File: src/rtl/srlatch_driver.sv
// Timed en/s/r write sequencer for an external gated SR latch, one bit per handshake.
// Optional readback/retry path is compiled in with `define SRDRV_VERIFY_EN.
module srlatch_driver #(
  parameter int SETUP_CYC = 1,
  parameter int PULSE_CYC = 2,
  parameter int HOLD_CYC  = 1,
  parameter int MAX_RETRY = 3
) (
  input  logic clk,
  input  logic rst_n,
  input  logic req_valid,
  input  logic req_data,
  output logic req_ready,
  output logic en,
  output logic s,
  output logic r,
  input  logic q_fb,
  output logic done,
  output logic err
);

  localparam int MAX_SP = (SETUP_CYC > PULSE_CYC) ? SETUP_CYC : PULSE_CYC;
  localparam int MAX_PH = (MAX_SP > HOLD_CYC) ? MAX_SP : HOLD_CYC;
  localparam int CW     = (MAX_PH > 1) ? $clog2(MAX_PH) : 1;

  localparam logic [CW-1:0] SETUP_LAST = CW'(SETUP_CYC - 1);
  localparam logic [CW-1:0] PULSE_LAST = CW'(PULSE_CYC - 1);
  localparam logic [CW-1:0] HOLD_LAST  = CW'(HOLD_CYC - 1);
  localparam logic [CW-1:0] CNT_ZERO   = {CW{1'b0}};
  localparam logic [CW-1:0] CNT_ONE    = CW'(1);

  typedef enum logic [2:0] {
    IDLE  = 3'd0,
    SETUP = 3'd1,
    PULSE = 3'd2,
    HOLD  = 3'd3,
    CHECK = 3'd4
  } state_t;

  state_t        state_r, state_s;
  logic [CW-1:0] cnt_r, cnt_s;
  logic          en_r, en_s;
  logic          set_r, set_s;
  logic          clr_r, clr_s;
  logic          ready_r, ready_s;
  logic          done_r, done_s;
  logic          err_r, err_s;

`ifdef SRDRV_VERIFY_EN
  localparam int RW = (MAX_RETRY > 0) ? $clog2(MAX_RETRY + 1) : 1;
  localparam logic [RW-1:0] RETRY_MAX  = RW'(MAX_RETRY);
  localparam logic [RW-1:0] RETRY_ZERO = {RW{1'b0}};

  logic          sync1_r, sync2_r;
  logic          data_r, data_s;
  logic [RW-1:0] retry_r, retry_s;

  // q_fb is asynchronous to clk: two-flop synchronizer plus verify-path state
  always_ff @(posedge clk or negedge rst_n) begin
    if (!rst_n) begin
      sync1_r <= 1'b0;
      sync2_r <= 1'b0;
      data_r  <= 1'b0;
      retry_r <= RETRY_ZERO;
    end else begin
      sync1_r <= q_fb;
      sync2_r <= sync1_r;
      data_r  <= data_s;
      retry_r <= retry_s;
    end
  end
`else
  logic unused_q_fb_s;
  assign unused_q_fb_s = q_fb;
`endif

  // State register and registered outputs
  always_ff @(posedge clk or negedge rst_n) begin
    if (!rst_n) begin
      state_r <= IDLE;
      cnt_r   <= CNT_ZERO;
      en_r    <= 1'b0;
      set_r   <= 1'b0;
      clr_r   <= 1'b0;
      ready_r <= 1'b0;
      done_r  <= 1'b0;
      err_r   <= 1'b0;
    end else begin
      state_r <= state_s;
      cnt_r   <= cnt_s;
      en_r    <= en_s;
      set_r   <= set_s;
      clr_r   <= clr_s;
      ready_r <= ready_s;
      done_r  <= done_s;
      err_r   <= err_s;
    end
  end

  // Next state and next registered-output values; s/r only move while en stays low
  always_comb begin
    state_s = state_r;
    cnt_s   = cnt_r;
    en_s    = 1'b0;
    set_s   = set_r;
    clr_s   = clr_r;
    ready_s = 1'b0;
    done_s  = 1'b0;
    err_s   = 1'b0;
`ifdef SRDRV_VERIFY_EN
    data_s  = data_r;
    retry_s = retry_r;
`endif
    case (state_r)
      IDLE: begin
        if (req_valid && ready_r) begin
          state_s = SETUP;
          cnt_s   = CNT_ZERO;
          set_s   = req_data;
          clr_s   = ~req_data;
`ifdef SRDRV_VERIFY_EN
          data_s  = req_data;
`endif
        end else begin
          ready_s = 1'b1;
          set_s   = 1'b0;
          clr_s   = 1'b0;
        end
      end
      SETUP: begin
        if (cnt_r == SETUP_LAST) begin
          state_s = PULSE;
          cnt_s   = CNT_ZERO;
          en_s    = 1'b1;
        end else begin
          cnt_s   = cnt_r + CNT_ONE;
        end
      end
      PULSE: begin
        if (cnt_r == PULSE_LAST) begin
          state_s = HOLD;
          cnt_s   = CNT_ZERO;
        end else begin
          cnt_s   = cnt_r + CNT_ONE;
          en_s    = 1'b1;
        end
      end
      HOLD: begin
        if (cnt_r == HOLD_LAST) begin
          cnt_s   = CNT_ZERO;
          set_s   = 1'b0;
          clr_s   = 1'b0;
`ifdef SRDRV_VERIFY_EN
          state_s = CHECK;
`else
          state_s = IDLE;
          done_s  = 1'b1;
          ready_s = 1'b1;
`endif
        end else begin
          cnt_s   = cnt_r + CNT_ONE;
        end
      end
`ifdef SRDRV_VERIFY_EN
      CHECK: begin
        // Second cycle: sync2_r now holds q_fb as sampled at the end of HOLD
        if (cnt_r == CNT_ONE) begin
          cnt_s = CNT_ZERO;
          if (sync2_r == data_r) begin
            state_s = IDLE;
            done_s  = 1'b1;
            ready_s = 1'b1;
            retry_s = RETRY_ZERO;
          end else if (retry_r < RETRY_MAX) begin
            state_s = SETUP;
            retry_s = retry_r + RW'(1);
            set_s   = data_r;
            clr_s   = ~data_r;
          end else begin
            state_s = IDLE;
            err_s   = 1'b1;
            ready_s = 1'b1;
            retry_s = RETRY_ZERO;
          end
        end else begin
          cnt_s = cnt_r + CNT_ONE;
        end
      end
`endif
      default: begin
        state_s = IDLE;
        cnt_s   = CNT_ZERO;
        set_s   = 1'b0;
        clr_s   = 1'b0;
      end
    endcase
  end

  assign req_ready = ready_r;
  assign en        = en_r;
  assign s         = set_r;
  assign r         = clr_r;
  assign done      = done_r;
  assign err       = err_r;

endmodule

File: config.mk
export PLATFORM = sky130hd
export DESIGN_NAME = srlatch_driver
export DESIGN_NICKNAME = d
export VERILOG_FILES = /design/src/rtl/srlatch_driver.sv
export SDC_FILE = /design/constraint.sdc
export NUM_CORES = 1
export LEC_CHECK = 0
export ABC_AREA = 1
export ABC_CLOCK_PERIOD_IN_PS = 1100
export BUFFER_PORTS_ARGS = -buffer_cell sky130_fd_sc_hd__buf_2
export CAP_MARGIN = 20
export CELL_PAD_IN_SITES_DETAIL_PLACEMENT = 0
export CELL_PAD_IN_SITES_GLOBAL_PLACEMENT = 1
export CORE_MARGIN = 2
export CORE_UTILIZATION = 31
export CTS_CLUSTER_DIAMETER = 30
export CTS_CLUSTER_SIZE = 12
export DETAILED_ROUTE_END_ITERATION = 12
export GPL_TIMING_DRIVEN = 0
export MAX_ROUTING_LAYER = met4
export PLACE_DENSITY_LB_ADDON = 0.1
export SYNTH_ARGS = -nofsm -noshare
export SYNTH_HDL_FRONTEND = slang
export SYNTH_SLANG_ARGS = --single-unit
File: constraint.sdc
create_clock -name clk -period 1.1 [get_ports clk]
set_input_delay 0.11 -clock clk [delete_from_list [all_inputs] [get_ports clk]]
set_output_delay 0.11 -clock clk [all_outputs]
set_load 0.01 [all_outputs]
# [Word-level counts from Yosys, hierarchy flattened]
# Cells that the tools add are included.
[op_classes] mux=19 reduce_logical=6 n_eq_ne=7 addsub=1 bitwise=2
[ops] cell="3-bit 2-to-1 mux" count=4
[ops] cell="3-bit case mux with 4 select lines" count=1
[ops] cell="1-bit 2-to-1 mux" count=10
[ops] cell="1-bit case mux with 3 select lines" count=3
[ops] cell="2-bit != test (second input constant)" count=4
[ops] cell="3-bit by 2-bit == test with 1-bit output (second input constant)" count=2
[ops] cell="4-bit AND reduction" count=1
[ops] cell="2-bit OR reduction" count=2
[ops] cell="3-bit by 1-bit == test with 1-bit output (second input constant)" count=1
[ops] cell="3-bit zero test" count=1
[ops] cell="1-bit NOT" count=2
[ops] cell="1-bit case mux with 2 select lines" count=1
[ops] cell="2-bit AND reduction" count=1
[ops] cell="1-bit adder (second input constant)" count=1
[ops] cell="1-bit logical AND" count=1
[word_totals] output_inout_bits=6 wordCells=42 inputBits=5 register_bits=9

# [Depth between registers and ports, before layout]
# Gate-level depths: netlist of the first run.
[logic_depth] ltp_word=4 mapped_depth=8 depth_no_buf=8

# [Worst setup path before layout of the first run]
# No wires, ideal clock.
[synth_timing] kind="flip-flop to flip-flop" from="reg state_r[0]" to="reg set_r (netlist: s)" setup_ns=0.077 period_less_slack_ns=1.160 arrival_ns=1.083 n_path_buf=0 required_ns=1.023 stages_incl_launch_ff=6 slack_ns=-0.060 path_cell_list="dfrtp_1 > inv_1 > ha_1 > a21oi_2 > nor2_1 > a21oi_1"
[synth_between] elab_chain_len=4 elab_cells_between_ends=9 classes_between="4 x eq/ne; 1 x mux; 1 x bitwise; 3 x reduce/logical"
[synth_rtl] item="start: declaration" line_no="40" rtl="state_t state_r, state_s;"
[synth_rtl] item="start signal: assignment" line_no="89" rtl="state_r <= state_s;"
[synth_rtl] item="branches (longest 4 deep; another with 3-bit by 2-bit == test with 1-bit output)"
[synth_rtl] item="end signal: assignment" line_no="92" rtl="set_r <= set_s;"
[synth_rtl] item="end: declaration" line_no="43" rtl="logic set_r, set_s;"
# Several ways; the timed one is not identified.
# A chain may end at the register's enable or synchronous reset.

# [Worst setup path in the final report of the first run]
[layout_timing] from="reg state_r[0]" to="reg cnt_r"
[layout_between] elab_chain_len=3 elab_cells_between_ends=7 classes_between="4 x eq/ne; 1 x mux; 2 x reduce/logical"
[layout_rtl] item="3-bit by 2-bit == test with 1-bit output or 3-bit by 1-bit == test with 1-bit output (tied branches)" line_no="114" rtl="case (state_r)"
[layout_rtl] item="2-bit OR reduction (no source line)"
[layout_rtl] item="1-bit case mux with 3 select lines" line_no="114"
[layout_rtl] item="end signal: assignment" line_no="90" rtl="cnt_r <= cnt_s;"
[layout_rtl] item="end: declaration" line_no="41" rtl="logic [CW-1:0] cnt_r, cnt_s;"
# Several ways; a longest one is shown, not always the timed one.

==> impl_results.html, run 1 <==
<table>
<tr><th>Metric</th><th>Value</th></tr>
<tr><th colspan="2">Outcome</th></tr>
<tr><td>Outcome</td><td>finished with violations</td></tr>
<tr><td>Failing checks</td><td>setup timing</td></tr>
<tr><th colspan="2">STA</th></tr>
<tr><td>Final hold violations</td><td>0</td></tr>
<tr><td>Fin crit period</td><td>~1.2 ns</td></tr>
<tr><td>Unrepaired setup endpoints after global routing</td><td>true</td></tr>
<tr><td>Highest Clock Rate</td><td>~0.86 GHz</td></tr>
<tr><td>Final count of pins violating max slew</td><td>0</td></tr>
<tr><td>Final clock skew</td><td>0.00261 ns</td></tr>
<tr><td>Number of endpoints failing setup at the final stage</td><td>6</td></tr>
<tr><td>Setup ws final</td><td>-0.0613 ns</td></tr>
<tr><td>Period Utilization, post-route</td><td>106%</td></tr>
<tr><th colspan="2">Synthesis</th></tr>
<tr><td>Number of different library cells in the post-synthesis netlist</td><td>15</td></tr>
<tr><td>Share of Yosys cell area claimed by the top area cell type</td><td>45.7%</td></tr>
<tr><td>Yosys warning count</td><td>0</td></tr>
<tr><td>Post-synthesis cell count</td><td>50</td></tr>
<tr><td>Post-synth top area cell</td><td>dfrtp_1</td></tr>
<tr><td>Mean cell area of the mapped netlist</td><td>8.76 um2</td></tr>
<tr><td>Net count after synthesis</td><td>60</td></tr>
<tr><td>Sequential fraction of the synthesis area</td><td>around 46%</td></tr>
<tr><td>Post-Syn Area</td><td>~440 um2</td></tr>
<tr><td>Top post-synthesis cells by area</td><td>dfrtp_1 (46%), ha_1 (14%), nand2_1 (8.6%)</td></tr>
<tr><td>Register bit total from synthesis</td><td>8</td></tr>
<tr><th colspan="2">Floorplanning</th></tr>
<tr><td>Area of the core</td><td>between 1000 and 1500 um2</td></tr>
<tr><td>Die Height</td><td>around 42 um</td></tr>
<tr><td>Initial standard-cell utilization of the core</td><td>33.2%</td></tr>
<tr><td>Row cnt</td><td>13</td></tr>
<tr><td>Die Width</td><td>41.6 um</td></tr>
<tr><td>Area enclosed by the die boundary</td><td>approximately 1700 um2</td></tr>
<tr><td>Ports</td><td>11</td></tr>
<tr><th colspan="2">Place</th></tr>
<tr><td>Routability congestion estimate from global placement</td><td>approximately 0.77</td></tr>
<tr><td>DP HPWL</td><td>just under 700 um</td></tr>
<tr><td>Placed Area</td><td>between 500 and 600 um2</td></tr>
<tr><td>Setup Slack @ Placement</td><td>-0.115 ns</td></tr>
<tr><td>Number of port buffers</td><td>8</td></tr>
<tr><th colspan="2">Setup path</th></tr>
<tr><td>CP startpoint kind</td><td>flop</td></tr>
<tr><td>Critical path endpoint category</td><td>flop</td></tr>
<tr><td>Cell type of the slowest stage on the worst timing path</td><td>dfrtp_2</td></tr>
<tr><td>Largest stage delay on the critical path</td><td>0.44 ns</td></tr>
<tr><td>CP max FO</td><td>4</td></tr>
<tr><td>Data required time at the worst endpoint</td><td>1.23 ns</td></tr>
<tr><td>CP Cell Sequence</td><td>inv_4, buf_4, buf_4, ha_2, nand3_2, o21ai_2</td></tr>
<tr><td>Classification of the worst setup path</td><td>reg2reg</td></tr>
<tr><td>Library cell appearing most often on the critical path</td><td>buf_4</td></tr>
<tr><td>Critical Path AT</td><td>1.30 ns</td></tr>
<tr><th colspan="2">Cells and area</th></tr>
<tr><td>Share of post-route cells with drive strength above 1</td><td>56.9%</td></tr>
<tr><td>Final standard cell area without fillers</td><td>632 um2</td></tr>
<tr><td>Fillcell total</td><td>about 130</td></tr>
<tr><td>Number of nets in the final layout</td><td>77</td></tr>
<tr><td>Final antenna diode count</td><td>0</td></tr>
<tr><td>Area delta synth-&gt;final</td><td>44.3%</td></tr>
<tr><td>Commonest cells after routing, fill and taps aside</td><td>nand2_1 (8), buf_2 (8), dfrtp_1 (6)</td></tr>
<tr><th colspan="2">Routing</th></tr>
<tr><td>Total number of vias</td><td>370</td></tr>
<tr><td>Initial detailed-routing violation count</td><td>12</td></tr>
<tr><td>Routed wirelength normalized by instance count</td><td>12.0 um</td></tr>
<tr><td>Total detailed-routing wirelength</td><td>around 960 um</td></tr>
<tr><td>Antenna-violating nets left</td><td>0</td></tr>
<tr><td>Vias/cell</td><td>4.63</td></tr>
<tr><td>DRT Pass-1 Iters</td><td>3</td></tr>
<tr><td>DRC viols</td><td>0</td></tr>
<tr><th colspan="2">Min path</th></tr>
<tr><td>Type of the tightest min-delay check</td><td>in2reg</td></tr>
<tr><th colspan="2">Clock tree</th></tr>
<tr><td>Clock latency at the later pin of the worst-skew pair</td><td>0.25 ns</td></tr>
<tr><td>Number of buffers created by CTS</td><td>3</td></tr>
<tr><td>CTS max path bufs</td><td>2</td></tr>
<tr><td>Clock tree from TritonCTS</td><td>built</td></tr>
<tr><td>CTS sink cnt</td><td>8</td></tr>
<tr><td>Root buf cell</td><td>clkbuf_4</td></tr>
<tr><td>Clock edge transition at the registers on the reported setup and hold paths</td><td>0.05 ns</td></tr>
<tr><td>Number of H-tree levels</td><td>1</td></tr>
<tr><th colspan="2">Global route</th></tr>
<tr><td>GRT Resource Usage Total</td><td>12.2%</td></tr>
<tr><td>Number of global-route vias before repair</td><td>368</td></tr>
<tr><td>First-pass GRT wire length</td><td>approximately 1500 um</td></tr>
<tr><td>Number of antenna violations at the first check in global routing</td><td>0</td></tr>
<tr><td>Maximum number of pins on one net before global-route repair</td><td>9</td></tr>
<tr><td>Overflow left after global routing</td><td>0</td></tr>
<tr><th colspan="2">Job</th></tr>
<tr><td>Number of maximum-capacitance constraint violations</td><td>0</td></tr>
<tr><th colspan="2">Power and ir drop</th></tr>
<tr><td>Peak supply drop</td><td>1180 uV</td></tr>
<tr><td>PwrDens</td><td>between 3000 and 4000 nW/um2</td></tr>
<tr><td>Leakage Power</td><td>about 0.31 nW</td></tr>
<tr><td>Sum of internal, switching and leakage power</td><td>2.02 mW</td></tr>
</table>
[state kept, by name (all words and copies together) (netlist names)]
name and cells:
state_r 2, cnt_r 1, done 1, en 1, r 1, req_ready 1, s 1
[routing by layer]
metal / routed length (um) / share of wire (%) / GRT usage (%) / vias to the layer above
li1: - / - / - / 187
met3: 45 / 4.7 / 3.91 / 0
met5: 0 / 0 / - / -
met2: 510 / 53 / 19.4 / 8
met4: 0 / 0 / 5.81 / 0
met1: 404 / 42 / 13.8 / 175
[cells in the mapped netlist, drive strengths merged]
cell type,n
a21oi,4
buf,1
conb,1
dfrtp,8
ha,5
inv,8
nand2,13
nand3,2
nand4,3
nor2,4
o21ai,1
[cell families after synthesis]
family / after synthesis / share of synthesized area [%]
other: 1 / 0.856
flip-flops: 8 / 45.7
buffers and inverters: 9 / 8.57
AO/OA/AOI/OAI: 5 / 6.57
AND/OR/NAND/NOR: 22 / 24.0
adder cells (fa/ha/maj): 5 / 14.3
[stage by stage]
| step | hold WS, ns | TNS (ns) | cells | utilization, % |
|---|---|---|---|---|
| final | 0.131 | -0.317 | 80 | 48.0 |
| after global routing | 0.145 | -0.686 | 80 | 48.0 |
| after CTS | 0.121 | -0.144 | 79 | 45.3 |
| after detailed placement | -0.0346 | -0.456 | 73 | 38.7 |
| after global placement | -0.0347 | -0.313 | 73 | 38.7 |
| after floorplan | -0.186 | 0 | 50 | - |
[layout make-up]
| type | count | area [um2] | share of cell area [%] |
|---|---|---|---|
| Buffer | 1 | 7.51 | 1.19 |
| Clock buffer | 3 | 22.5 | 3.56 |
| Inverter | 8 | 35.0 | 5.54 |
| Multi-Input combinational cell | 33 | 273 | 43.2 |
| Sequential cell | 8 | 203 | 32.1 |
| Tap cell | 15 | 18.8 | 2.97 |
| Timing Repair Buffer | 12 | 72.6 | 11.5 |
[final timing paths]
check,start,endpoint,slack (ns),depth (start not counted)
setup reg to reg,state_r[0],cnt_r,-0.06,6
hold / removal,req_data,r,0.13,4
hold reg to reg,r,r,0.51,2
max in group asynchronous,rst_n,state_r[1],0.68,2
setup / recovery,state_r[0],cnt_r,-0.06,6
min in group asynchronous,rst_n,r,0.23,2
[repair_timing]
item | 4_1_cts | 5_1_grt
pin swaps | 2 | 2
setup endpoints to repair | 5 | 7
resized for setup | 14 | 7
setup buffers | 2 | 1
hold buffers | 1 | 0
hold endpoints to repair | 8 | 0
[power breakdown]
| part | total [mW] | leakage [nW] | switching [mW] | internal (mW) |
|---|---|---|---|---|
| clock network | 0.218 | 0.0138 | 0.0934 | 0.124 |
| registers | 0.580 | 0.0990 | 0.138 | 0.442 |
| logic | 1.23 | 0.199 | 0.670 | 0.557 |
| total | 2.02 | 0.311 | 0.901 | 1.12 |
[worst max-delay path, delay by kind of cell, from the launching register on]
| kind | cells | cell delay, ns |
|---|---|---|
| AO/OA/AOI/OAI | 1 | 0.05 |
| buffers and inverters | 3 | 0.32 |
| AND/OR/NAND/NOR | 1 | 0.07 |
| adder cells (fa/ha/maj) | 1 | 0.18 |
| flip-flops | 1 | 0.44 |
(Power assumes the default switching activity.)
==> run 2: changes to the inputs <==
--- a/config.mk
+++ b/config.mk
@@ -11,11 +11,12 @@
 export CAP_MARGIN = 20
 export CELL_PAD_IN_SITES_DETAIL_PLACEMENT = 0
 export CELL_PAD_IN_SITES_GLOBAL_PLACEMENT = 1
-export CORE_MARGIN = 2
-export CORE_UTILIZATION = 31
+export CORE_AREA = 2 2 39 41
+export CTS_BUF_LIST = sky130_fd_sc_hd__clkbuf_8
 export CTS_CLUSTER_DIAMETER = 30
 export CTS_CLUSTER_SIZE = 12
 export DETAILED_ROUTE_END_ITERATION = 12
+export DIE_AREA = 0 0 41 43
 export GPL_TIMING_DRIVEN = 0
 export MAX_ROUTING_LAYER = met4
 export PLACE_DENSITY_LB_ADDON = 0.1
==> run 2 against run 1 <==
Net effect: the run still ends with setup timing left; core utilization shrank 1.5 points; sequential cell count unchanged; clock power up 61%; power rose by 4.4%; worst setup slack improved by 0.0013 ns; routed wire length fell by 8.1%; clock-buffer cell count stayed put; clock skew about the same; non-clock buffer count increased by 1; hold slack better by 0.019 ns; sequential share of layout area fell by 0.56 points; critical path type unchanged; critical endpoint is now s; largest cell class unchanged; highest routed layer is now met4.
==> impl_results.html, run 2 (synthesized netlist as in run 1, its figures left out) <==
<table>
<tr><th>Metric</th><th>Value</th></tr>
<tr><th colspan="2">Power and ir drop</th></tr>
<tr><td>PwrDens</td><td>~3300 nW/um2</td></tr>
<tr><td>Peak supply drop</td><td>roughly 1500 uV</td></tr>
<tr><td>Sum of internal, switching and leakage power</td><td>2.11 mW</td></tr>
<tr><td>Leakage Power</td><td>0.322 nW</td></tr>
<tr><th colspan="2">Cells and area</th></tr>
<tr><td>Number of flip-flops under the largest register name</td><td>2</td></tr>
<tr><td>Reg with most FFs</td><td>state_r</td></tr>
<tr><td>Share of post-route cells with drive strength above 1</td><td>50.0%</td></tr>
<tr><td>Commonest non-fill, non-tap cell in the layout</td><td>nand2_1</td></tr>
<tr><td>Final antenna diode count</td><td>0</td></tr>
<tr><td>Final design utilization</td><td>approximately 46%</td></tr>
<tr><td>Final standard cell area without fillers</td><td>643 um2</td></tr>
<tr><td>Number of nets in the final layout</td><td>78</td></tr>
<tr><td>Area delta synth-&gt;final</td><td>46.9%</td></tr>
<tr><td>Commonest cells after routing, fill and taps aside</td><td>nand2_1 (10), buf_2 (8), dfrtp_1 (6), buf_4 (5), nor2_1 (4)</td></tr>
<tr><th colspan="2">Min path</th></tr>
<tr><td>Hold Path End</td><td>r</td></tr>
<tr><td>Worst Hold Depth</td><td>4</td></tr>
<tr><td>Type of the tightest min-delay check</td><td>in2reg</td></tr>
<tr><td>Hold Path Origin</td><td>req_data</td></tr>
<tr><th colspan="2">Setup path</th></tr>
<tr><td>Critical path endpoint category</td><td>flop</td></tr>
<tr><td>Worst reg-to-reg setup slack</td><td>-0.06 ns</td></tr>
<tr><td>Crit-path leading delay family</td><td>flip-flops</td></tr>
<tr><td>Reg2Reg Launch Point</td><td>state_r[1]</td></tr>
<tr><td>Critical Path AT</td><td>around 1.3 ns</td></tr>
<tr><td>Worst reg2reg path depth</td><td>5</td></tr>
<tr><td>Largest stage delay on the critical path</td><td>0.45 ns</td></tr>
<tr><td>Instance count on the critical path</td><td>5</td></tr>
<tr><td>Classification of the worst setup path</td><td>reg2reg</td></tr>
<tr><td>CP max FO</td><td>4</td></tr>
<tr><td>Buffers &amp; Inverters on Critical Path</td><td>1</td></tr>
<tr><td>Cell type of the slowest stage on the worst timing path</td><td>dfrtp_2</td></tr>
<tr><td>CP startpoint kind</td><td>flop</td></tr>
<tr><td>Data required time at the worst endpoint</td><td>1.25 ns</td></tr>
<tr><td>CP Cell Sequence</td><td>inv_4, ha_4, a21oi_4, nor2_1, a21oi_1</td></tr>
<tr><td>Worst R2R End</td><td>s</td></tr>
<tr><th colspan="2">Floorplanning</th></tr>
<tr><td>Die Height</td><td>43 um</td></tr>
<tr><td>Die Width</td><td>41 um</td></tr>
<tr><td>Row cnt</td><td>14</td></tr>
<tr><td>Initial standard-cell utilization of the core</td><td>between 30% and 40%</td></tr>
<tr><td>Area of the core</td><td>~1400 um2</td></tr>
<tr><td>Ports</td><td>11</td></tr>
<tr><td>Area enclosed by the die boundary</td><td>1760 um2</td></tr>
<tr><th colspan="2">STA</th></tr>
<tr><td>Number of endpoints failing setup at the final stage</td><td>5</td></tr>
<tr><td>Final hold violations</td><td>0</td></tr>
<tr><td>Setup ws final</td><td>-0.0600 ns</td></tr>
<tr><td>Period Utilization, post-route</td><td>105%</td></tr>
<tr><td>Unrepaired setup endpoints after global routing</td><td>true</td></tr>
<tr><td>Final count of pins violating max slew</td><td>0</td></tr>
<tr><td>Final clock skew</td><td>between 0.003 and 0.004 ns</td></tr>
<tr><td>Highest Clock Rate</td><td>between 0.8 and 0.9 GHz</td></tr>
<tr><td>Fin crit period</td><td>1.16 ns</td></tr>
<tr><td>Worst Hold Margin</td><td>around 0.15 ns</td></tr>
<tr><th colspan="2">Global route</th></tr>
<tr><td>Maximum number of pins on one net before global-route repair</td><td>9</td></tr>
<tr><td>Number of antenna violations at the first check in global routing</td><td>0</td></tr>
<tr><td>First-pass GRT wire length</td><td>~1400 um</td></tr>
<tr><td>Number of global-route vias before repair</td><td>342</td></tr>
<tr><td>Overflow left after global routing</td><td>0</td></tr>
<tr><td>GRT Resource Usage Total</td><td>roughly 13%</td></tr>
<tr><th colspan="2">Place</th></tr>
<tr><td>Setup Slack @ Placement</td><td>-0.114 ns</td></tr>
<tr><td>Routability congestion estimate from global placement</td><td>between 0.8 and 0.9</td></tr>
<tr><td>DP HPWL</td><td>623 um</td></tr>
<tr><td>Number of port buffers</td><td>8</td></tr>
<tr><td>Placed Area</td><td>510 um2</td></tr>
<tr><th colspan="2">Clock tree</th></tr>
<tr><td>Clock latency at the later pin of the worst-skew pair</td><td>between 0.2 and 0.25 ns</td></tr>
<tr><td>Clock edge transition at the registers on the reported setup and hold paths</td><td>around 0.040 ns</td></tr>
<tr><td>Root buf cell</td><td>clkbuf_8</td></tr>
<tr><td>Number of H-tree levels</td><td>1</td></tr>
<tr><td>Number of buffers created by CTS</td><td>3</td></tr>
<tr><td>CTS sink cnt</td><td>8</td></tr>
<tr><td>CTS max path bufs</td><td>2</td></tr>
<tr><td>Clock tree from TritonCTS</td><td>built</td></tr>
<tr><th colspan="2">Routing</th></tr>
<tr><td>Antenna-violating nets left</td><td>0</td></tr>
<tr><td>Routed wirelength normalized by instance count</td><td>10.8 um</td></tr>
<tr><td>Vias/cell</td><td>4.57</td></tr>
<tr><td>DRC viols</td><td>0</td></tr>
<tr><td>DRT Pass-1 Iters</td><td>1</td></tr>
<tr><td>Total number of vias</td><td>375</td></tr>
<tr><td>Total detailed-routing wirelength</td><td>882 um</td></tr>
<tr><td>Initial detailed-routing violation count</td><td>0</td></tr>
<tr><th colspan="2">Outcome</th></tr>
<tr><td>Outcome</td><td>finished with violations</td></tr>
<tr><td>Failing checks</td><td>setup timing</td></tr>
<tr><th colspan="2">Job</th></tr>
<tr><td>Number of maximum-capacitance constraint violations</td><td>0</td></tr>
</table>
-- run 2: layer usage --
layer / vias up / global-route usage (%) / share of wire [%]
met5: - / - / 0
met4: 0 / 10.0 / 3.5
met3: 4 / 4.71 / 6.0
met2: 11 / 17.2 / 50
met1: 171 / 14.4 / 40
li1: 189 / - / -
-- run 2: tightest hold or removal path, stage by stage --
cell and delay (ns):
buf_2 0.09, nor2_1 0.04, nand2_1 0.05, a21oi_1 0.05
-- run 2: cell type report --
type / count / area [um2]
Inverter: 8 / 35.0
Sequential cell: 8 / 203
Multi-Input combinational cell: 33 / 256
Buffer: 1 / 7.51
Clock buffer: 3 / 41.3
Timing Repair Buffer: 13 / 80.1
Fill cell: 138 / 741
Tap cell: 16 / 20.0
-- run 2: stage by stage --
| step | TNS [ns] | instances |
|---|---|---|
| after floorplan | 0 | 50 |
| after detailed placement | -0.400 | 74 |
| after global placement | -0.338 | 74 |
| after global routing | -0.526 | 82 |
| final | -0.188 | 82 |
| after CTS | -0.165 | 81 |
-- run 2: repair_timing --
action	in CTS	in global routing
endpoints found under the hold margin	8	0
resized for setup	5	10
pin swaps	2	3
hold buffers	1	0
setup buffers	3	1
setup endpoints to repair	4	7
-- run 2: how the worst max path moves through the flow --
stage	end	slack, ns	from
after floorplan	s	0.01	state_r[1]
after global placement	state_r[0]	-0.1	state_r[1]
after detailed placement	s	-0.11	state_r[1]
after CTS	state_r[0]	-0.05	state_r[0]
after global routing	r	-0.15	state_r[1]
final	s	-0.06	state_r[1]
-- run 2: power breakdown --
group	total [mW]	switching, mW	leakage (nW)	internal (mW)
Combinational	1.19	0.628	0.201	0.561
Clock	0.351	0.114	0.0216	0.237
Sequential	0.575	0.132	0.0990	0.443
